[config.mk]
export PLATFORM = sky130hd
export DESIGN_NAME = mem_access_stage
export DESIGN_NICKNAME = d
export VERILOG_FILES = /design/src/rtl/mem_stage_pkg.sv /design/src/rtl/mem_access_stage_lane.sv /design/src/rtl/mem_access_stage.sv
export SDC_FILE = /design/constraint.sdc
export NUM_CORES = 1
export LEC_CHECK = 0
export ABC_AREA = 1
export CAP_MARGIN = 20
export CORE_MARGIN = 8
export CORE_UTILIZATION = 50
export DETAILED_ROUTE_END_ITERATION = 12
export GPL_TIMING_DRIVEN = 0
export PLACE_DENSITY = 0.95
export SKIP_CTS_REPAIR_TIMING = 1
export SLEW_MARGIN = 20
export SYNTH_ARGS = -nofsm -noshare
export SYNTH_HDL_FRONTEND = slang
export SYNTH_SLANG_ARGS = --single-unit
[constraint.sdc]
create_clock -name clk -period 3.4 [get_ports clk]
set_clock_uncertainty 0.1 [all_clocks]
set_input_delay 0.68 -clock clk [delete_from_list [all_inputs] [get_ports clk]]
set_output_delay 0.68 -clock clk [all_outputs]
set_load 0.1 [all_outputs]
[src/rtl/mem_stage_pkg.sv]
// Shared encodings for the load/store stage: access sizes, FSM states,
// response-error code and the captured-request payload.
package mem_stage_pkg;

  localparam int unsigned DATA_W = 32;
  localparam int unsigned TAG_W  = 5;

  localparam logic [1:0] SZ_BYTE = 2'b00;
  localparam logic [1:0] SZ_HALF = 2'b01;
  localparam logic [1:0] SZ_WORD = 2'b10;
  localparam logic [1:0] SZ_RSVD = 2'b11;

  typedef enum logic [2:0] {
    ST_IDLE   = 3'd0,
    ST_RD     = 3'd1,
    ST_RMW_RD = 3'd2,
    ST_WR     = 3'd3,
    ST_ERR    = 3'd4
  } state_e;

  typedef enum logic {
    RESP_OK  = 1'b0,
    RESP_ERR = 1'b1
  } resp_err_e;

  // Fields of an accepted request still needed after the acceptance edge.
  // Only the low halfword of store data is kept: word stores load the
  // write-data register directly at acceptance.
  typedef struct packed {
    logic [1:0]       size;
    logic             is_unsigned;
    logic [1:0]       offset;
    logic [TAG_W-1:0] rd;
    logic [15:0]      wdata_lo;
  } req_cap_t;

endpackage

[src/rtl/mem_access_stage_lane.sv]
// mem_lane_align: combinational lane extract/extend for loads and
// byte/halfword merge for read-modify-write stores (little-endian lanes).
module mem_lane_align
  import mem_stage_pkg::*;
(
  input  logic [31:0] i_rdata,
  input  logic [15:0] i_wdata,
  input  logic [1:0]  i_offset,
  input  logic [1:0]  i_size,
  input  logic        i_unsigned,
  output logic [31:0] o_load_data_c,
  output logic [31:0] o_merge_data_c
);

  logic [7:0]  w_byte;
  logic [15:0] w_half;
  logic [31:0] w_mask;
  logic [31:0] w_ins;

  // Select the addressed lane and sign/zero extend it.
  always_comb begin
    w_byte = 8'(i_rdata >> {i_offset, 3'b000});
    w_half = 16'(i_rdata >> {i_offset[1], 4'b0000});
    case (i_size)
      SZ_BYTE: o_load_data_c = i_unsigned ? {24'h0, w_byte} : {{24{w_byte[7]}}, w_byte};
      SZ_HALF: o_load_data_c = i_unsigned ? {16'h0, w_half} : {{16{w_half[15]}}, w_half};
      default: o_load_data_c = i_rdata;
    endcase
  end

  // Replace the addressed lane of the read word with the store data.
  always_comb begin
    case (i_size)
      SZ_BYTE: begin
        w_mask = 32'h0000_00FF << {i_offset, 3'b000};
        w_ins  = {24'h0, i_wdata[7:0]} << {i_offset, 3'b000};
      end
      SZ_HALF: begin
        w_mask = 32'h0000_FFFF << {i_offset[1], 4'b0000};
        w_ins  = {16'h0, i_wdata} << {i_offset[1], 4'b0000};
      end
      default: begin
        w_mask = 32'h0;
        w_ins  = 32'h0;
      end
    endcase
    o_merge_data_c = (i_rdata & ~w_mask) | w_ins;
  end

endmodule

[src/rtl/mem_access_stage.sv]
// mem_access_stage: one-at-a-time load/store stage in front of a
// single-port data memory. Sub-word stores use read-modify-write.
// Optional build macro MEM_STAGE_MISALIGN_TRAP_EN: misaligned half/word
// accesses trap with resp_err instead of being force-aligned.
module mem_access_stage
  import mem_stage_pkg::*;
#(
  parameter int unsigned AW = 32,
  parameter int unsigned DW = 32
) (
  input  logic          clk,
  input  logic          rst_n,
  input  logic          req_valid,
  output logic          req_ready,
  input  logic          req_load,
  input  logic          req_store,
  input  logic [1:0]    req_size,
  input  logic          req_unsigned,
  input  logic [AW-1:0] req_addr,
  input  logic [DW-1:0] req_wdata,
  input  logic [4:0]    req_rd,
  output logic [31:0]   mem_addr,
  output logic [31:0]   mem_wdata,
  input  logic [31:0]   mem_rdata,
  output logic          mem_read,
  output logic          mem_write,
  output logic          resp_valid,
  output logic [31:0]   resp_data,
  output logic [4:0]    resp_rd,
  output logic          resp_err
);

  state_e      r_state;
  state_e      w_state_nxt;
  req_cap_t    r_req;
  req_cap_t    w_req_nxt;
  logic        r_ready;
  logic [31:0] r_mem_addr;
  logic [31:0] w_mem_addr_nxt;
  logic [31:0] r_mem_wdata;
  logic [31:0] w_mem_wdata_nxt;
  logic        r_mem_read;
  logic        r_mem_write;
  logic        r_resp_valid;
  logic        w_resp_valid_nxt;
  logic [31:0] r_resp_data;
  logic [31:0] w_resp_data_nxt;
  logic [4:0]  r_resp_rd;
  logic [4:0]  w_resp_rd_nxt;
  logic        r_resp_err;
  logic        w_resp_err_nxt;
  logic        w_accept;
  logic        w_misalign;
  logic        w_illegal;
  logic [AW-1:0] w_addr_eff;
  logic [31:0] w_load_data_c;
  logic [31:0] w_merge_data_c;

  assign w_accept  = req_valid & r_ready;
  assign w_illegal = (req_size == SZ_RSVD) | (req_load & req_store) | w_misalign;

`ifdef MEM_STAGE_MISALIGN_TRAP_EN
  // Misaligned half/word requests are flagged and take the error path.
  always_comb begin
    w_misalign = ((req_size == SZ_HALF) & req_addr[0]) |
                 ((req_size == SZ_WORD) & (req_addr[1:0] != 2'b00));
    w_addr_eff = req_addr;
  end
`else
  // Misaligned half/word requests are silently aligned down.
  always_comb begin
    w_misalign = 1'b0;
    w_addr_eff = req_addr;
    if (req_size == SZ_HALF) w_addr_eff[0]   = 1'b0;
    if (req_size == SZ_WORD) w_addr_eff[1:0] = 2'b00;
  end
`endif

  mem_lane_align u_lane (
    .i_rdata        (mem_rdata),
    .i_wdata        (r_req.wdata_lo),
    .i_offset       (r_req.offset),
    .i_size         (r_req.size),
    .i_unsigned     (r_req.is_unsigned),
    .o_load_data_c  (w_load_data_c),
    .o_merge_data_c (w_merge_data_c)
  );

  // Next-state and next-value logic for the request FSM and its outputs.
  always_comb begin
    w_state_nxt      = r_state;
    w_req_nxt        = r_req;
    w_mem_addr_nxt   = r_mem_addr;
    w_mem_wdata_nxt  = r_mem_wdata;
    w_resp_valid_nxt = 1'b0;
    w_resp_data_nxt  = 32'h0;
    w_resp_rd_nxt    = r_resp_rd;
    w_resp_err_nxt   = RESP_OK;
    case (r_state)
      ST_IDLE: begin
        if (w_accept) begin
          w_req_nxt.size        = req_size;
          w_req_nxt.is_unsigned = req_unsigned;
          w_req_nxt.offset      = w_addr_eff[1:0];
          w_req_nxt.rd          = req_rd;
          w_req_nxt.wdata_lo    = req_wdata[15:0];
          w_mem_addr_nxt        = 32'(w_addr_eff >> 2);
          if (w_illegal) begin
            w_state_nxt = ST_ERR;
          end else if (req_load) begin
            w_state_nxt = ST_RD;
          end else if (req_store) begin
            if (req_size == SZ_WORD) begin
              w_state_nxt     = ST_WR;
              w_mem_wdata_nxt = 32'(req_wdata);
            end else begin
              w_state_nxt = ST_RMW_RD;
            end
          end else begin
            w_resp_valid_nxt = 1'b1;
            w_resp_rd_nxt    = req_rd;
          end
        end
      end
      ST_RD: begin
        w_state_nxt      = ST_IDLE;
        w_resp_valid_nxt = 1'b1;
        w_resp_data_nxt  = w_load_data_c;
        w_resp_rd_nxt    = r_req.rd;
      end
      ST_RMW_RD: begin
        w_state_nxt     = ST_WR;
        w_mem_wdata_nxt = w_merge_data_c;
      end
      ST_WR: begin
        w_state_nxt      = ST_IDLE;
        w_resp_valid_nxt = 1'b1;
        w_resp_rd_nxt    = r_req.rd;
      end
      ST_ERR: begin
        w_state_nxt      = ST_IDLE;
        w_resp_valid_nxt = 1'b1;
        w_resp_err_nxt   = RESP_ERR;
        w_resp_rd_nxt    = r_req.rd;
      end
      default: begin
        w_state_nxt = ST_IDLE;
      end
    endcase
  end

  // FSM state register.
  always_ff @(posedge clk or negedge rst_n) begin
    if (!rst_n) r_state <= ST_IDLE;
    else        r_state <= w_state_nxt;
  end

  // Capture, memory-strobe and response registers.
  always_ff @(posedge clk or negedge rst_n) begin
    if (!rst_n) begin
      r_req        <= '0;
      r_ready      <= 1'b1;
      r_mem_addr   <= 32'h0;
      r_mem_wdata  <= 32'h0;
      r_mem_read   <= 1'b0;
      r_mem_write  <= 1'b0;
      r_resp_valid <= 1'b0;
      r_resp_data  <= 32'h0;
      r_resp_rd    <= 5'h0;
      r_resp_err   <= 1'b0;
    end else begin
      r_req        <= w_req_nxt;
      r_ready      <= (w_state_nxt == ST_IDLE);
      r_mem_addr   <= w_mem_addr_nxt;
      r_mem_wdata  <= w_mem_wdata_nxt;
      r_mem_read   <= (w_state_nxt == ST_RD) | (w_state_nxt == ST_RMW_RD);
      r_mem_write  <= (w_state_nxt == ST_WR);
      r_resp_valid <= w_resp_valid_nxt;
      r_resp_data  <= w_resp_data_nxt;
      r_resp_rd    <= w_resp_rd_nxt;
      r_resp_err   <= w_resp_err_nxt;
    end
  end

  assign req_ready  = r_ready;
  assign mem_addr   = r_mem_addr;
  assign mem_wdata  = r_mem_wdata;
  assign mem_read   = r_mem_read;
  assign mem_write  = r_mem_write;
  assign resp_valid = r_resp_valid;
  assign resp_data  = r_resp_data;
  assign resp_rd    = r_resp_rd;
  assign resp_err   = r_resp_err;

endmodule

======== Yosys cells after proc, flatten, opt, wreduce, memory -nomap -nowiden ========
Cells that the tools add are included.
word-level totals
  flip-flop bits (word level) ............. 133
  bits in latches ......................... 0
  memory bits (writable) .................. 0
  ROM bits ................................ 0
  input bits .............................. 109
  memories kept ........................... 0
cells by class
  add/sub/neg operators ................... 0
  $mul .................................... 0
  div/mod/pow operators ................... 0
  $lt $le $gt $ge ......................... 0
  eq/ne operators ......................... 17
  shift-type cells ........................ 6
  multiplexer cells ....................... 31
  bitwise logic cells ..................... 7
  reduce and logical (&&, ||, !) cells .... 9
operator list
  operator               number
  $mux 32                8
  $pmux 32 s2            4
  $and 32x32->32         1
  $not 32->32            1
  $or 32x32->32          1
  $shl 16x5->32          1
  $shl 16x5->32 const A  1
  $shl 8x5->32           1
  $shl 8x5->32 const A   1
  $shr 32x5->16          1
  $shr 32x5->8           1
  $mux 5                 4
  $eq 3x2->1 const B     4
  $mux 3                 4
  $ne 2x2->1 const B     6
  $pmux 5 s2             1
  $mux 1                 7
  $eq 3x1->1 const B     2
  $logic_not 3->1        2
  $pmux 3 s2             1
  $reduce_and 6->1       1
  $reduce_and 5->1       1
  $eq 2x1->1 const B     2
  $eq 2x2->1 const B     2
  9 further kinds        12

======== Longest topological paths before layout ========
  depth after elaboration ................. 9
  gate-level depth with buffers ........... 10
  depth with buffers taken out ............ 9

======== Modules after synthesis ========
Synthesis repeated with hierarchy kept, for this count alone.
second synthesis, totals
  cells, all modules ...................... 972
  area, all modules ....................... 7029.2 µm²
by module, submodules not included
  module            instances  cells each  area each (µm²)  seq. area each (µm²)
  mem_access_stage  1          643         5421.4           3329.4
  mem_lane_align    1          329         1607.8           0.0

======== Least setup slack after synthesis ========
OpenSTA, ideal clock, no wires.
  path kind ............................... register to register
  from .................................... register r_ready (netlist: req_ready)
  to ...................................... register r_resp_rd[0] (netlist: resp_rd[0])
  library setup time ...................... 0.127 ns
  arrival ................................. 1.777 ns
  path slack .............................. 1.396 ns
  cell stages (with the launch flop) ...... 8
  path buffers ............................ 2
  path through ............................ dfstp_2 -> nand2_1 -> nor3_2 -> buf_2 -> nand3_1 -> nand3_1 -> buf_2 -> o21ai_0
on the way
  longest elaborated chain between the ends .. 3
RTL lines
  item                        RTL line                 text
  start: declaration          mem_access_stage.sv:37   logic r_ready;
  start signal: assignment    mem_access_stage.sv:173  r_ready <= (w_state_nxt == ST_IDLE);
  $and 1x1->1                 mem_access_stage.sv:59   assign w_accept = req_valid & r_ready;
  $ne 2x2->1 (no line)        n/a
  $reduce_and 5->1 (no line)  n/a
  end signal: assignment      mem_access_stage.sv:180  r_resp_rd <= w_resp_rd_nxt;
  end: declaration            mem_access_stage.sv:48   logic [4:0] r_resp_rd;
No other way between the ends.
A chain may end at the register's enable or synchronous reset.

======== Final worst setup path ========
  from .................................... register r_ready (netlist: req_ready)
  to ...................................... output req_ready
RTL lines
  item              RTL line                text
  end: declaration  mem_access_stage.sv:14  output logic req_ready,
No word-level cell between the ends.

==> impl_metrics.ini <==
[run_status]
status = finished, final reports clean

[clock_network]
cts_sinks = 133
htree_levels = 4
cts_made_buffers = 17
clock_latency_ns = 0.43
clk_pin_slew_ns = 0.06
cts_tree = built
root_buffer = clkbuf_16
clockBufferDepth = 2

[timing]
setup_viol = 0
max_slew_margin_pct = 26.2
grt_setup_unrepaired = false
period_minus_slack_ns = 2.87
fin_crit_sh_pct = 84.5
slew_viol_final = 0
hold_viol_final = 0
fin_tns_setup_ns = 0
fmax_mhz = 348
tightest_slew_ns = 1.10

[synth]
syn_area_sq_um = 6480
synth_top_area_share_pct = 50.9
synthDistinctLibCells = 35
ys_seq_area_share_pct = 51.3
yosysWarnings = 0
synthTopCellsByArea = dfrtp_1 (51%), nand2_1 (20%), o21ai_0 (5.2%), nand3_1 (4.2%), nor2_1 (3.9%)
ys_ff_latch = 133
netlist_instances = 856
syn_area_per_cell_sq_um = 7.58
yosysTopAreaCell = dfrtp_1

[critical_path]
critPathArrivalTime_ns = 2.09
crit_type = reg -> out
r2r_cells = 5
cp_top_family = buffers and inverters
r2r_slack_ns = 1.43
path_depth = 1
setup.worst_path.start_class = flop
r2r_end = r_req[25]
cp-endpoint = req_ready
end_kind = output pin
startpoint = req_ready
slowest_delay_ns = 1.14
critPathBufInv = 1
r2r_start = req_ready
crit_chain = clkdlybuf4s50_1
slowest_stage = clkdlybuf4s50_1
cp_max_fo = 2
cp.required_ns = 2.62

[floorplan]
die_w_um = 130
placementRows = 41
die_area_sq_um = 16900
ios = 215
initial_core_util_pct = 51.4
core_sq_um = 12600
die_h_um = 130

[drt]
routedWlPerCell_um = 17.9
routed_wl_mm = 22.8
firstDrtPassIters = 6
via_per_inst = 5.35
dr_total_vias = 6813
drcViolationCount = 0
first_iter_violations = 796
ant_nets = 0

[final_layout]
n_fill_cell = 925
area_growth_pct = 45.5
drive_gt1_share_pct = 7.90
nets = 1198
final_common_cell = nand2_1
antenna_cells = 0
layout_common_cells = nand2_1 (349), clkdlybuf4s50_1 (211), dfrtp_1 (132), nor2_1 (68), o21ai_0 (67)

[placed_design]
port_buffers = 212
post-dp-hpwl_mm = 17.1
routabilityCongestion = 0.960

[global_route]
grt_use_total_pct = 27.2
grt_pass1_vias = 6640
overflow = 0
antenna_found_initial = 0
grt_pass1_wl_mm = 34.8
grt_max_degree = 87

[flow_run]
cap_violations = 0

[worst_hold_path]
hold_path.class = in -> async
==> flip-flops by register name (all words and copies together) (netlist names) <==
signal      flops
r_state         3
req_ready       1
resp_valid      1
resp_err        1
r_req          26
mem_write       1
resp_data      32
resp_rd         5
mem_addr       30
mem_read        1
mem_wdata      32
==> area by class of cell <==
type / count / area (sq um) / share of cell area [%]
Buffer: 42 / 221 / 2.35
Clock buffer: 22 / 474 / 5.03
Clock inverter: 9 / 103 / 1.09
Inverter: 65 / 246 / 2.61
Multi-Input combinational cell: 617 / 2690 / 28.5
Sequential cell: 133 / 3330 / 35.3
Tap cell: 172 / 215 / 2.28
Timing Repair Buffer: 213 / 2150 / 22.8
==> cells by family after synthesis <==
group / after synthesis / synth area share [%]
and+or+nand+nor: 502 / 32.3
AOI/OAI and AO/OA: 113 / 9.07
buffers and inverters: 107 / 7.22
other: 1 / 0.0578
DFF: 133 / 51.3
==> through the flow <==
step	area [sq um]	worst slack [ns]	instances	util [%]	hold WS [ns]
finish	9440	0.526	1273	74.8	0.0421
global route	9440	0.499	1273	74.8	0.0681
CTS	9440	0.512	1273	74.8	0.0546
detailed placement	8860	0.772	1242	70.2	0.357
global placement	8830	-3.55	1241	69.9	0.353
floorplan	6490	1.40	857	-	0.284
==> routing by layer <==
layer / wire length (um) / global-route usage, %
met1: 8510 / 32.0
met4: 857 / 13.4
met5: 0 / 0
met2: 11200 / 44.6
met3: 2300 / 8.20
==> worst min path at each step <==
stage / start / slack, ns / endpoint
after global routing: rst_n / 0.07 / mem_wdata[17]
final: rst_n / 0.04 / mem_wdata[17]
after CTS: rst_n / 0.05 / mem_wdata[17]
after floorplan: rst_n / 0.28 / mem_addr[0]
after detailed placement: mem_addr[29] / 0.36 / mem_addr[29]
after global placement: mem_addr[7] / 0.35 / mem_addr[7]
==> synth_stat cells <==
library cell    n
a21oi_1        33
a21oi_2         1
a31oi_1         1
and2_1          2
buf_1           1
buf_2          18
buf_4           7
buf_6           2
clkbuf_1       14
clkinv_1        1
conb_1          1
dfrtp_1       132
dfstp_2         1
inv_1          57
inv_2           6
inv_4           1
nand2_1       349
nand2_2         6
nand2_4         2
nand3_1        55
nand3_2         1
nand3_4         2
nand3b_1        4
nand4_1         3
nor2_1         68
nor2_2          3
nor2_4          1
nor2_8          1
nor3_2          2
o211ai_1        6
o21a_1          1
o21ai_0        67
o21ai_1         4
or2_1           1
or2_2           2
==> worst register-to-register path: stages (launching register included) <==
cell and delay, ns:
dfstp_2 0.53, nand2_1 0.09, nor3_2 0.20, buf_2 0.28, clkbuf_1 0.44, o21ai_0 0.18
Power is not shown: default switching activity piles up to over one toggle a cycle in this logic, so the estimate is an artifact.
